[src/rtl/sram_rw_sched.sv]
// sram_rw_sched: schedules a write channel and a read channel onto one
// single-port SRAM RW0 port. Writes have priority over reads. After a read
// has been blocked for STARVE_LIM cycles in a row, reads take priority.
// Read data returns through a small response FIFO. The FIFO cannot
// overflow because the scheduler only accepts a read while
// (reads accepted but not yet popped) < RESP_DEPTH.
// Optional build macro: SRAM_RW_SCHED_OUTREG_EN registers all RW0 outputs.
// This adds one cycle of read latency and raises the minimum RESP_DEPTH
// to 4.
module sram_rw_sched #(
   parameter int ADDR_W     = 12,
   parameter int DATA_W     = 96,
   parameter int MASK_W     = 16,
   parameter int RESP_DEPTH = 3,
   parameter int STARVE_LIM = 4
) (
   input  logic              clock,
   input  logic              reset,
   input  logic              w_valid,
   output logic              w_ready,
   input  logic [ADDR_W-1:0] w_addr,
   input  logic [DATA_W-1:0] w_data,
   input  logic [MASK_W-1:0] w_mask,
   input  logic              r_valid,
   output logic              r_ready,
   input  logic [ADDR_W-1:0] r_addr,
   output logic              resp_valid,
   input  logic              resp_ready,
   output logic [DATA_W-1:0] resp_data,
   output logic [ADDR_W-1:0] RW0_addr,
   output logic              RW0_en,
   output logic              RW0_wmode,
   output logic [DATA_W-1:0] RW0_wdata,
   output logic [MASK_W-1:0] RW0_wmask,
   input  logic [DATA_W-1:0] RW0_rdata
);

`ifdef SRAM_RW_SCHED_OUTREG_EN
   localparam int MIN_DEPTH = 4;
   localparam int LAT_STG   = 2;
`else
   localparam int MIN_DEPTH = 3;
   localparam int LAT_STG   = 1;
`endif
   localparam int         PTR_W    = $clog2(RESP_DEPTH);
   localparam logic [3:0] DEPTH_C  = 4'(RESP_DEPTH);
   localparam logic [3:0] STARVE_C = 4'(STARVE_LIM);
   localparam logic [PTR_W-1:0] PTR_LAST = PTR_W'(RESP_DEPTH - 1);

   if (RESP_DEPTH < MIN_DEPTH || RESP_DEPTH > 8) begin : g_bad_depth
      $error("sram_rw_sched: RESP_DEPTH %0d out of range %0d..8", RESP_DEPTH, MIN_DEPTH);
   end
   if (STARVE_LIM < 1 || STARVE_LIM > 15) begin : g_bad_starve
      $error("sram_rw_sched: STARVE_LIM %0d out of range 1..15", STARVE_LIM);
   end

   logic [3:0]         cnt_q, cnt_d;
   logic [3:0]         starve_q, starve_d;
   logic [LAT_STG-1:0] inflight_q;
   logic [PTR_W-1:0]   wr_ptr_q, rd_ptr_q;
   logic [3:0]         occ_q;
   logic [DATA_W-1:0]  mem_q [RESP_DEPTH];

   logic              rd_ok, w_gnt, r_gnt, push, pop;
   logic              rw_en_d, rw_wmode_d;
   logic [ADDR_W-1:0] rw_addr_d;
   logic [DATA_W-1:0] rw_wdata_d;
   logic [MASK_W-1:0] rw_wmask_d;

   assign rd_ok      = (cnt_q < DEPTH_C);
   assign w_gnt      = w_valid && w_ready;
   assign r_gnt      = r_valid && r_ready;
   assign push       = inflight_q[LAT_STG-1];
   assign resp_valid = (occ_q != 4'd0);
   assign resp_data  = mem_q[rd_ptr_q];
   assign pop        = resp_valid && resp_ready;

   // Arbitration: writes win unless reads have been starved long enough.
   always_comb begin
      w_ready = 1'b1;
      r_ready = rd_ok && !w_valid;
      if (starve_q == STARVE_C) begin
         r_ready = rd_ok;
         w_ready = !(r_valid && rd_ok);
      end
   end

   // Next outstanding-read count and starvation counter.
   always_comb begin
      cnt_d = cnt_q;
      if (r_gnt && !pop) begin
         cnt_d = cnt_q + 4'd1;
      end else if (pop && !r_gnt) begin
         cnt_d = cnt_q - 4'd1;
      end
      starve_d = starve_q;
      if (!r_valid || r_gnt) begin
         starve_d = 4'd0;
      end else if (rd_ok && w_valid && starve_q != STARVE_C) begin
         starve_d = starve_q + 4'd1;
      end
   end

   // SRAM command for the granted channel. All fields are zero when idle.
   always_comb begin
      rw_en_d    = w_gnt || r_gnt;
      rw_wmode_d = w_gnt;
      rw_addr_d  = '0;
      rw_wdata_d = '0;
      rw_wmask_d = '0;
      if (w_gnt) begin
         rw_addr_d  = w_addr;
         rw_wdata_d = w_data;
         rw_wmask_d = w_mask;
      end else if (r_gnt) begin
         rw_addr_d  = r_addr;
      end
   end

`ifdef SRAM_RW_SCHED_OUTREG_EN
   // Registered SRAM command.
   always_ff @(posedge clock) begin
      if (reset) begin
         RW0_en    <= 1'b0;
         RW0_wmode <= 1'b0;
         RW0_addr  <= '0;
         RW0_wdata <= '0;
         RW0_wmask <= '0;
      end else begin
         RW0_en    <= rw_en_d;
         RW0_wmode <= rw_wmode_d;
         RW0_addr  <= rw_addr_d;
         RW0_wdata <= rw_wdata_d;
         RW0_wmask <= rw_wmask_d;
      end
   end
`else
   assign RW0_en    = rw_en_d;
   assign RW0_wmode = rw_wmode_d;
   assign RW0_addr  = rw_addr_d;
   assign RW0_wdata = rw_wdata_d;
   assign RW0_wmask = rw_wmask_d;
`endif

   // Control state: counters, in-flight read tracker, FIFO pointers and occupancy.
   always_ff @(posedge clock) begin
      if (reset) begin
         cnt_q      <= '0;
         starve_q   <= '0;
         inflight_q <= '0;
         wr_ptr_q   <= '0;
         rd_ptr_q   <= '0;
         occ_q      <= '0;
      end else begin
         cnt_q    <= cnt_d;
         starve_q <= starve_d;
`ifdef SRAM_RW_SCHED_OUTREG_EN
         inflight_q <= {inflight_q[0], r_gnt};
`else
         inflight_q <= r_gnt;
`endif
         if (push) begin
            wr_ptr_q <= (wr_ptr_q == PTR_LAST) ? '0 : wr_ptr_q + 1'b1;
         end
         if (pop) begin
            rd_ptr_q <= (rd_ptr_q == PTR_LAST) ? '0 : rd_ptr_q + 1'b1;
         end
         if (push && !pop) begin
            occ_q <= occ_q + 4'd1;
         end else if (pop && !push) begin
            occ_q <= occ_q - 4'd1;
         end
      end
   end

   // Response storage. The data path needs no reset.
   always_ff @(posedge clock) begin
      if (!reset && push) begin
         mem_q[wr_ptr_q] <= RW0_rdata;
      end
   end

endmodule

[config.mk]
export PLATFORM = sky130hd
export DESIGN_NAME = sram_rw_sched
export DESIGN_NICKNAME = d
export VERILOG_FILES = /design/src/rtl/sram_rw_sched.sv
export SDC_FILE = /design/constraint.sdc
export NUM_CORES = 1
export LEC_CHECK = 0
export ABC_AREA = 1
export CAP_MARGIN = 20
export CELL_PAD_IN_SITES_DETAIL_PLACEMENT = 1
export CELL_PAD_IN_SITES_GLOBAL_PLACEMENT = 1
export CORE_MARGIN = 5
export CORE_UTILIZATION = 31
export DETAILED_ROUTE_END_ITERATION = 7
export GPL_TIMING_DRIVEN = 0
export HOLD_SLACK_MARGIN = 0.1
export PLACE_DENSITY_LB_ADDON = 0.2
export SETUP_SLACK_MARGIN = 0.3
export SYNTH_ARGS = -nofsm -noshare
export SYNTH_HDL_FRONTEND = slang
export SYNTH_SLANG_ARGS = --single-unit
[constraint.sdc]
create_clock -name clock -period 9.3 [get_ports clock]
set_input_delay 1.395 -clock clock [delete_from_list [all_inputs] [get_ports clock]]
set_output_delay 1.395 -clock clock [all_outputs]
set_load 0.03 [all_outputs]
==> results of run 1 <==
-- metrics by stage --
stage               hold slack, ns  cells  util [%]
global placement             0.471   2128      44.1
CTS                          0.495   2214      47.6
floorplan                    0.457   1136         -
finish                       0.493   2216      47.6
detailed placement           0.487   2154      45.1
global route                 0.507   2216      47.6
-- worst max-delay path by stage --
stage | startpoint | end | slack, ns | cells past startpoint
2_1_floorplan | reset | mem_q[0][0]$_DFFE_PP_ | 0.32 | 4
3_3_place_gp | reset | mem_q[0][61]$_DFFE_PP_ | -5.18 | 4
3_5_place_dp | r_valid | RW0_wdata[37] | 4.50 | 9
4_1_cts | r_valid | RW0_wdata[37] | 4.50 | 9
5_1_grt | r_valid | RW0_wdata[37] | 4.41 | 9
6_report | r_valid | RW0_wdata[37] | 4.50 | 9
-- cells by family after synthesis --
logic type	share of synthesized area, %
flops	71.3
xor+xnor	0.346
buf+inv	6.51
simple gates	12.4
compound gates	8.36
fa+ha+maj	1.11
-- synth_stat cells --
| master | instances | area (µm²) |
|---|---|---|
| a21oi_1 | 203 | 1020 |
| a31o_2 | 2 | 17.5 |
| buf_1 | 2 | 7.51 |
| buf_2 | 20 | 100 |
| buf_4 | 1 | 7.51 |
| buf_6 | 9 | 101 |
| clkbuf_1 | 25 | 93.8 |
| clkinv_1 | 2 | 7.51 |
| dfxtp_1 | 19 | 380 |
| edfxtp_1 | 288 | 8650 |
| fa_1 | 2 | 40.0 |
| ha_1 | 8 | 100 |
| inv_1 | 133 | 499 |
| inv_2 | 2 | 7.51 |
| nand2_1 | 171 | 642 |
| nand2_2 | 1 | 6.26 |
| nand2_4 | 1 | 11.3 |
| nand3_1 | 7 | 35.0 |
| nor2_1 | 223 | 837 |
| nor2_2 | 2 | 12.5 |
| nor3_1 | 3 | 15.0 |
| o21ai_0 | 5 | 25.0 |
| or2_2 | 2 | 12.5 |
| xnor2_1 | 1 | 8.76 |
| xor2_1 | 4 | 35.0 |
-- state kept, by name (all words and copies together), names as in the netlist, named ones only --
register / flops
cnt_q: 4
inflight_q: 1
mem_q: 288
occ_q: 4
rd_ptr_q: 2
starve_q: 4
wr_ptr_q: 2
-- area by class of cell --
cell class | count | area, µm²
Antenna cell | 2 | 5.00
Buffer | 57 | 310
Clock buffer | 42 | 902
Clock inverter | 18 | 114
Fill cell | 4427 | 21300
Inverter | 137 | 514
Multi-Input combinational cell | 635 | 2830
Sequential cell | 307 | 9030
Tap cell | 532 | 666
Timing Repair Buffer | 486 | 4960
-- report_power, final --
| group | total (W) | internal (W) | switching [W] |
|---|---|---|---|
| Clock | 0.00123 | 0.000716 | 0.000510 |
| Combinational | 0.00216 | 0.000807 | 0.00135 |
| Sequential | 0.00158 | 0.00156 | 0.0000245 |
| Total | 0.00497 | 0.00308 | 0.00189 |
-- metal layers --
layer  global-route usage, %  wire length (µm)  vias up
met4                    3.82               730        8
li1                        -                 -     4838
met5                       0                48        -
met3                    4.99              2860       59
met1                    23.6             18100     4782
met2                    31.9             21300      271
-- tightest hold or removal path, stage by stage, from the launching register on --
cell and delay (ns):
dfxtp_1 0.32, nand2_1 0.07, a21oi_1 0.06
==> results.sh, run 1 <==
export IMPL_whs_endpoint="occ_q[3]$_SDFFE_PP0P_"
export IMPL_cts_root_buffer_cell="clkbuf_16"
export IMPL_end_kind="output pin"
export IMPL_hpwl_um=32900
export IMPL_drv_slew=0
export IMPL_power_density_nw_per_um2=257
export IMPL_drc=0
export IMPL_min_path_cells=2
export IMPL_worstHoldStart="occ_q[3]$_SDFFE_PP0P_"
export IMPL_portBuffers=460
export IMPL_ctsResizeCount=0
export IMPL_ant_nets=0
export IMPL_synth_warnings=0
export IMPL_clock_path_buffers=3
export IMPL_p_leak_nw=7.42
export IMPL_rsz0062_at_grt="false"
export IMPL_worst_path_buf_inv=5
export IMPL_timing_rr_start="starve_q[0]$_SDFFE_PP0P_"
export IMPL_drive_gt1_share_pct=6.84
export IMPL_reg2reg_to="cnt_q[3]$_SDFFE_PP0P_"
export IMPL_cp_arrival_ns=3.40
export IMPL_finalHoldViolCount=0
export IMPL_wire_per_inst_um=19.4
export IMPL_critPathTopFamily="buffers and inverters"
export IMPL_syn_nets=1383
export IMPL_cts_clk_slew_worst_paths_ns=0.06
export IMPL_hold_buffers=0
export IMPL_pre_cts_ws_ns=4.50
export IMPL_gr_usage_all_layers_pct=18.5
export IMPL_layout_nets=1905
export IMPL_cts_made_buffers=34
export IMPL_die_area_um2=45000
export IMPL_vias=9958
export IMPL_regToRegSetupSlack_ns=6.72
export IMPL_drt_total_wl_um=43100
export IMPL_netlist_area_um2=12700
export IMPL_post_cts_buffers=0
export IMPL_postSynthCellCount=1136
export IMPL_antenna_found_initial=6
export IMPL_place_congestion=0.778
export IMPL_vias_per_cell=4.49
export IMPL_min_period_ns=4.80
export IMPL_postLayoutCellArea_um2=19300
export IMPL_drt_first_pass_iters=4
export IMPL_drt_initial_drc_count=289
export IMPL_final_cell_mix="clkdlybuf4s50_1, edfxtp_1, nor2_1"
export IMPL_fmax_ghz=0.208
export IMPL_setup_viol=0
export IMPL_fin_ws_ns=4.50
export IMPL_area_growth_pct=52.6
export IMPL_yosys_register_bits=307
export IMPL_worst_path_max_fanout=10
export IMPL_coreArea_um2=40600
export IMPL_grt_max_degree=29
export IMPL_max_cap_violations=0
export IMPL_p_total_w=0.00497
export IMPL_core_rowCount=74
export IMPL_fin_worst_skew_ns=0.0113
export IMPL_cpPeakStageDelay_ns=0.69
export IMPL_critical_path_slowest_cell="clkdlybuf4s50_1"
export IMPL_worst_pin_slew_ns=0.794
export IMPL_crit_required_ns=7.91
export IMPL_ys_seq_area_share_pct=71.3
export IMPL_start_util_pct=31.2
export IMPL_syn_area_per_cell_um2=11.2
export IMPL_grt_pass1_vias=10700
export IMPL_relSlewSlack_pct=46.8
export IMPL_cp_start_kind="primary input"
export IMPL_cts_tree="built"
export IMPL_grt_first_pass_wirelength_um=63600
export IMPL_place_area_um2=18300
export IMPL_ios=462
export IMPL_cp_cell_sequence="clkdlybuf4s50_1 > inv_1 > nor2_2 > nand2_2 > nand2_4 > buf_6 > buf_6 > nor2_1 > clkdlybuf4s50_1"
export IMPL_clk_latency_ns=0.51
export IMPL_reg2regPathDepth=18
export IMPL_status="completed"
export IMPL_finalCritPeriodShare_pct=51.6
export IMPL_vdd_drop_max_mv=0.179
export IMPL_final_common_cell="clkdlybuf4s50_1"
export IMPL_grt_overflow=0
export IMPL_fp_dieH_um=212
export IMPL_die_w_um=212
export IMPL_hp_class="flop to flop"
export IMPL_cts_num_sinks=307
export IMPL_cts_htree_levels=2
export IMPL_setup_tns_ns=0
export IMPL_worstSetupPathType="primary input to output pin"
export IMPL_synth_cell_types=25
Note: power is estimated with default switching activity, not from simulation.
==> inputs of run 2 (changes only) <==
Clock period 9.3 ns to 4.2 ns, I/O delays scaled along.
==> results.sh, run 2 (same netlist as run 1, synthesis figures left out) <==
export IMPL_status="completed"
export IMPL_fp_dieH_um=212
export IMPL_die_w_um=212
export IMPL_hpwl_um=33000
export IMPL_fin_worst_skew_ns=0.00622
export IMPL_postLayoutCellArea_um2=19400
export IMPL_routed_top_layer="met5"
export IMPL_place_area_um2=18400
export IMPL_reg2reg_to="cnt_q[3]$_SDFFE_PP0P_"
export IMPL_met1_length_um=18200
export IMPL_final_common_cell="clkdlybuf4s50_1"
export IMPL_ant_nets=0
export IMPL_worstSetupPathType="flop to output pin"
export IMPL_p_sw_w=0.00419
export IMPL_hold_buffers=0
export IMPL_timing_rr_start="starve_q[0]$_SDFFE_PP0P_"
export IMPL_intPower_w=0.00689
export IMPL_post_cts_buffers=0
export IMPL_place_congestion=0.825
export IMPL_dp_cells=2146
export IMPL_regToRegSetupSlack_ns=1.60
export IMPL_power_frac_clock_pct=25.0
export IMPL_cp_arrival_ns=2.83
export IMPL_clock_path_buffers=3
export IMPL_area_growth_pct=53.3
export IMPL_grt_max_degree=25
export IMPL_min_period_ns=3.46
export IMPL_coreArea_um2=40600
export IMPL_worstHoldStart="reset"
export IMPL_grt_pass1_vias=10700
export IMPL_met2_length_um=21300
export IMPL_relSlewSlack_pct=58.0
export IMPL_drt_total_wl_um=43400
export IMPL_drt_initial_drc_count=409
export IMPL_cts_htree_levels=2
export IMPL_cts_clk_slew_worst_paths_ns=0.06
export IMPL_rsz0062_at_grt="false"
export IMPL_regMostFlops="mem_q"
export IMPL_worst_hold_slack_ns=0.425
export IMPL_drc=0
export IMPL_reg2regPathDepth=18
export IMPL_vias_per_cell=4.51
export IMPL_p_seq_share_pct=31.6
export IMPL_switching_share_pct=37.8
export IMPL_clk_latency_ns=0.50
export IMPL_fin_ws_ns=0.742
export IMPL_portBuffers=460
export IMPL_cp_start_kind="flop"
export IMPL_finalHoldViolCount=0
export IMPL_fmax_ghz=0.289
export IMPL_final_cell_mix="clkdlybuf4s50_1, edfxtp_1, nor2_1"
export IMPL_drt_first_pass_iters=4
export IMPL_cts_num_sinks=307
export IMPL_worst_pin_slew_ns=0.630
export IMPL_min_path_cells=2
export IMPL_setup_tns_ns=0
export IMPL_setup_viol=0
export IMPL_gr_usage_all_layers_pct=18.6
export IMPL_final_cell_count_no_fill=2209
export IMPL_cts_made_buffers=34
export IMPL_power_density_nw_per_um2=570
export IMPL_whs_endpoint="cnt_q[3]$_SDFFE_PP0P_"
export IMPL_worst_path_max_fanout=10
export IMPL_ctsResizeCount=0
export IMPL_grt_overflow=0
export IMPL_critical_path_slowest_cell="clkdlybuf4s50_1"
export IMPL_cp_cell_sequence="buf_2 > buf_2 > buf_1 > a21oi_1 > a21oi_1 > clkdlybuf4s50_1"
export IMPL_layout_nets=1897
export IMPL_vdd_drop_max_mv=0.418
export IMPL_cts_tree="built"
export IMPL_drv_slew=0
export IMPL_vias=9961
export IMPL_finalCritPeriodShare_pct=82.3
export IMPL_cts_root_buffer_cell="clkbuf_16"
export IMPL_core_rowCount=74
export IMPL_max_cap_violations=0
export IMPL_pwr_share_comb_pct=43.4
export IMPL_largest_register_ffs=288
export IMPL_start_util_pct=31.2
export IMPL_p_leak_nw=7.42
export IMPL_crit_required_ns=3.57
export IMPL_die_area_um2=45000
export IMPL_drive_gt1_share_pct=6.33
export IMPL_antenna_found_initial=13
export IMPL_pre_cts_ws_ns=0.936
export IMPL_wl_met3_um=3160
export IMPL_wire_per_inst_um=19.6
export IMPL_ios=462
export IMPL_grt_first_pass_wirelength_um=64500
export IMPL_cpPeakStageDelay_ns=0.74
export IMPL_end_kind="output pin"
export IMPL_hp_class="primary input to flop"
[run 2: power by group through the flow]
stage                     logic (W)  registers [W]  clock network [W]
final                       0.00481        0.00350            0.00277
after global routing        0.00518        0.00351            0.00300
after CTS                   0.00489        0.00350            0.00285
after detailed placement    0.00485        0.00356                  0
after global placement      0.00477        0.00357                  0
after floorplan             0.00266        0.00356                  0
[run 2: routing by layer]
metal  track usage, %  vias to the layer above
li1                 -                     4817
met2             31.5                      256
met1             23.9                     4809
met4             3.33                       20
met3             5.99                       59
met5                0                        -
[run 2: critical path, delay by kind of cell, from the launching register on]
family | cells | cell delay, ns
AO/OA/AOI/OAI | 2 | 0.28
buffers and inverters | 4 | 1.74
flip-flops | 1 | 0.30
[run 2: how the worst max path moves through the flow]
| stage | startpoint | endpoint | slack, ns | depth (start not counted) |
|---|---|---|---|---|
| final | flop | resp_data[87] | 0.74 | 6 |
| after global routing | flop | resp_data[88] | 0.54 | 6 |
| after CTS | flop | resp_data[10] | 0.57 | 6 |
| after detailed placement | r_valid | RW0_addr[9] | 0.94 | 9 |
| after global placement | reset | mem_q[0][66]$_DFFE_PP_ | -4.30 | 4 |
| after floorplan | reset | mem_q[0][0]$_DFFE_PP_ | -1.08 | 4 |
[run 2: area by class of cell]
cell class                 count  area, µm²
fill                        4413      21200
sequential                   307       9030
timing repair buffer         478       5010
multi-input combinational    635       2840
clock buffer                  42        902
tap                          532        666
inverter                     137        514
buffer                        57        310
clock inverter                19        140
antenna                        2       5.00
[run 2: per-stage QoR]
step	util, %	power [W]
final	47.8	0.0111
after global routing	47.8	0.0117
after CTS	47.8	0.0112
after detailed placement	45.2	0.00842
after global placement	44.2	0.00834
after floorplan	-	0.00622
==> inputs of run 3 (changes only) <==
Settings changed: CORE_UTILIZATION 31 to 34.
Clock period 4.2 ns to 3.63 ns, I/O delays scaled along.
==> results.sh, run 3 (same netlist as run 1, synthesis figures left out) <==
export IMPL_place_area_um2=18300
export IMPL_wire_per_inst_um=20.6
export IMPL_vdd_drop_max_mv=0.517
export IMPL_fmax_ghz=0.307
export IMPL_die_area_um2=41200
export IMPL_drv_slew=0
export IMPL_ios=462
export IMPL_cts_tree="built"
export IMPL_worst_pin_slew_ns=0.913
export IMPL_core_rowCount=70
export IMPL_clk_latency_ns=0.56
export IMPL_worst_path_max_fanout=10
export IMPL_regMostFlops="mem_q"
export IMPL_clock_path_buffers=3
export IMPL_crit_required_ns=3.09
export IMPL_drive_gt1_share_pct=7.48
export IMPL_setup_viol=0
export IMPL_gr_usage_all_layers_pct=20.4
export IMPL_largest_register_ffs=288
export IMPL_postLayoutCellArea_um2=19500
export IMPL_rsz0062_at_grt="true"
export IMPL_cp_start_kind="flop"
export IMPL_vias=9954
export IMPL_end_kind="output pin"
export IMPL_drt_total_wl_um=44100
export IMPL_final_common_cell="clkdlybuf4s50_1"
export IMPL_cts_htree_levels=1
export IMPL_ant_nets=0
export IMPL_cts_num_sinks=307
export IMPL_place_congestion=0.838
export IMPL_grt_max_degree=27
export IMPL_power_density_nw_per_um2=650
export IMPL_cp_arrival_ns=2.71
export IMPL_hp_class="primary input to flop"
export IMPL_finalCritPeriodShare_pct=89.7
export IMPL_coreArea_um2=36700
export IMPL_fillers=3908
export IMPL_antenna_found_initial=18
export IMPL_drc=0
export IMPL_cts_root_buffer_cell="clkbuf_16"
export IMPL_status="completed"
export IMPL_worstSetupPathType="flop to output pin"
export IMPL_area_growth_pct=53.6
export IMPL_p_leak_nw=8.12
export IMPL_drt_initial_drc_count=430
export IMPL_grt_pass1_vias=10500
export IMPL_fin_worst_skew_ns=0.00803
export IMPL_multi_input_area_um2=2860
export IMPL_fp_dieH_um=203
export IMPL_cts_clk_slew_worst_paths_ns=0.06
export IMPL_vias_per_cell=4.64
export IMPL_layout_nets=1893
export IMPL_min_period_ns=3.25
export IMPL_grt_first_pass_wirelength_um=64700
export IMPL_portBuffers=460
export IMPL_start_util_pct=34.5
export IMPL_hpwl_um=33900
export IMPL_max_cap_violations=0
export IMPL_grt_overflow=0
export IMPL_final_cell_mix="clkdlybuf4s50_1, edfxtp_1, nor2_1"
export IMPL_relSlewSlack_pct=39.0
export IMPL_drt_first_pass_iters=4
export IMPL_die_w_um=203
export IMPL_cts_made_buffers=31
export IMPL_ff_latch_area_um2=9030
export IMPL_finalHoldViolCount=0
export IMPL_p_total_w=0.0127
==> run 3: path summary, 6_finish.rpt <==
path / from / to / slack (ns) / cells after the start
worst max-delay path: starve_q[0]$_SDFFE_PP0P_ / RW0_wdata[68] / 0.38 / 10
worst min-delay path: reset / cnt_q[3]$_SDFFE_PP0P_ / 0.18 / 2
worst max register to register: starve_q[0]$_SDFFE_PP0P_ / cnt_q[3]$_SDFFE_PP0P_ / 1.00 / 18
worst min register to register: cnt_q[3]$_SDFFE_PP0P_ / cnt_q[3]$_SDFFE_PP0P_ / 0.49 / 2
==> run 3: metal layers <==
| layer | global-route usage, % | part of all wire (%) | vias to the layer above |
|---|---|---|---|
| met4 | 3.49 | 1.6 | 30 |
| met5 | 0 | 0.47 | - |
| li1 | - | - | 4815 |
| met3 | 7.92 | 8.1 | 80 |
| met1 | 24.6 | 40 | 4756 |
| met2 | 35.5 | 50 | 273 |
==> run 3: metrics by stage <==
stage          std cells  utilization, %  hold WS (ns)  setup WS (ns)  setup TNS [ns]
3_3_place_gp        2064            48.8         0.466          -1.80         -353.71
3_5_place_dp        2081            49.9         0.480          0.591               0
4_1_cts             2139            52.6         0.153          0.308               0
5_1_grt             2140            53.0         0.163          0.243               0
2_1_floorplan       1136               -         0.455         0.0562               0
6_report            2143            53.0         0.178          0.375               0
==> run 3: critical path, cell delays in order, from the launching register on <==
cell             delay [ns]
dfxtp_1                0.39
inv_1                  0.09
ha_1                   0.19
nand2_1                0.07
nor2_2                 0.05
nand2_2                0.10
nand2_4                0.09
buf_6                  0.17
buf_6                  0.15
nor2_1                 0.13
clkdlybuf4s50_1        0.71
==> run 3: area by class of cell <==
| type | count | share of cell area, % |
|---|---|---|
| Sequential cell | 307 | 46.4 |
| Timing Repair Buffer | 477 | 26.1 |
| Multi-Input combinational cell | 635 | 14.7 |
| Clock buffer | 44 | 4.34 |
| Tap cell | 468 | 3.01 |
| Inverter | 137 | 2.70 |
| Buffer | 57 | 1.81 |
| Clock inverter | 14 | 0.894 |
| Antenna cell | 4 | 0.0514 |
==> run 3: what timing repair did <==
item | in CTS | in global routing
hold endpoints to repair | 0 | 0
hold buffers | 0 | 0
setup buffers | 0 | 0
gates resized for setup | 41 | 66
setup endpoints to repair | 54 | 76
==> run 3: power by group <==
group / total (W) / internal, W / switching, W
Clock: 0.00319 / 0.00190 / 0.00129
Combinational: 0.00542 / 0.00196 / 0.00346
Sequential: 0.00405 / 0.00398 / 0.0000669
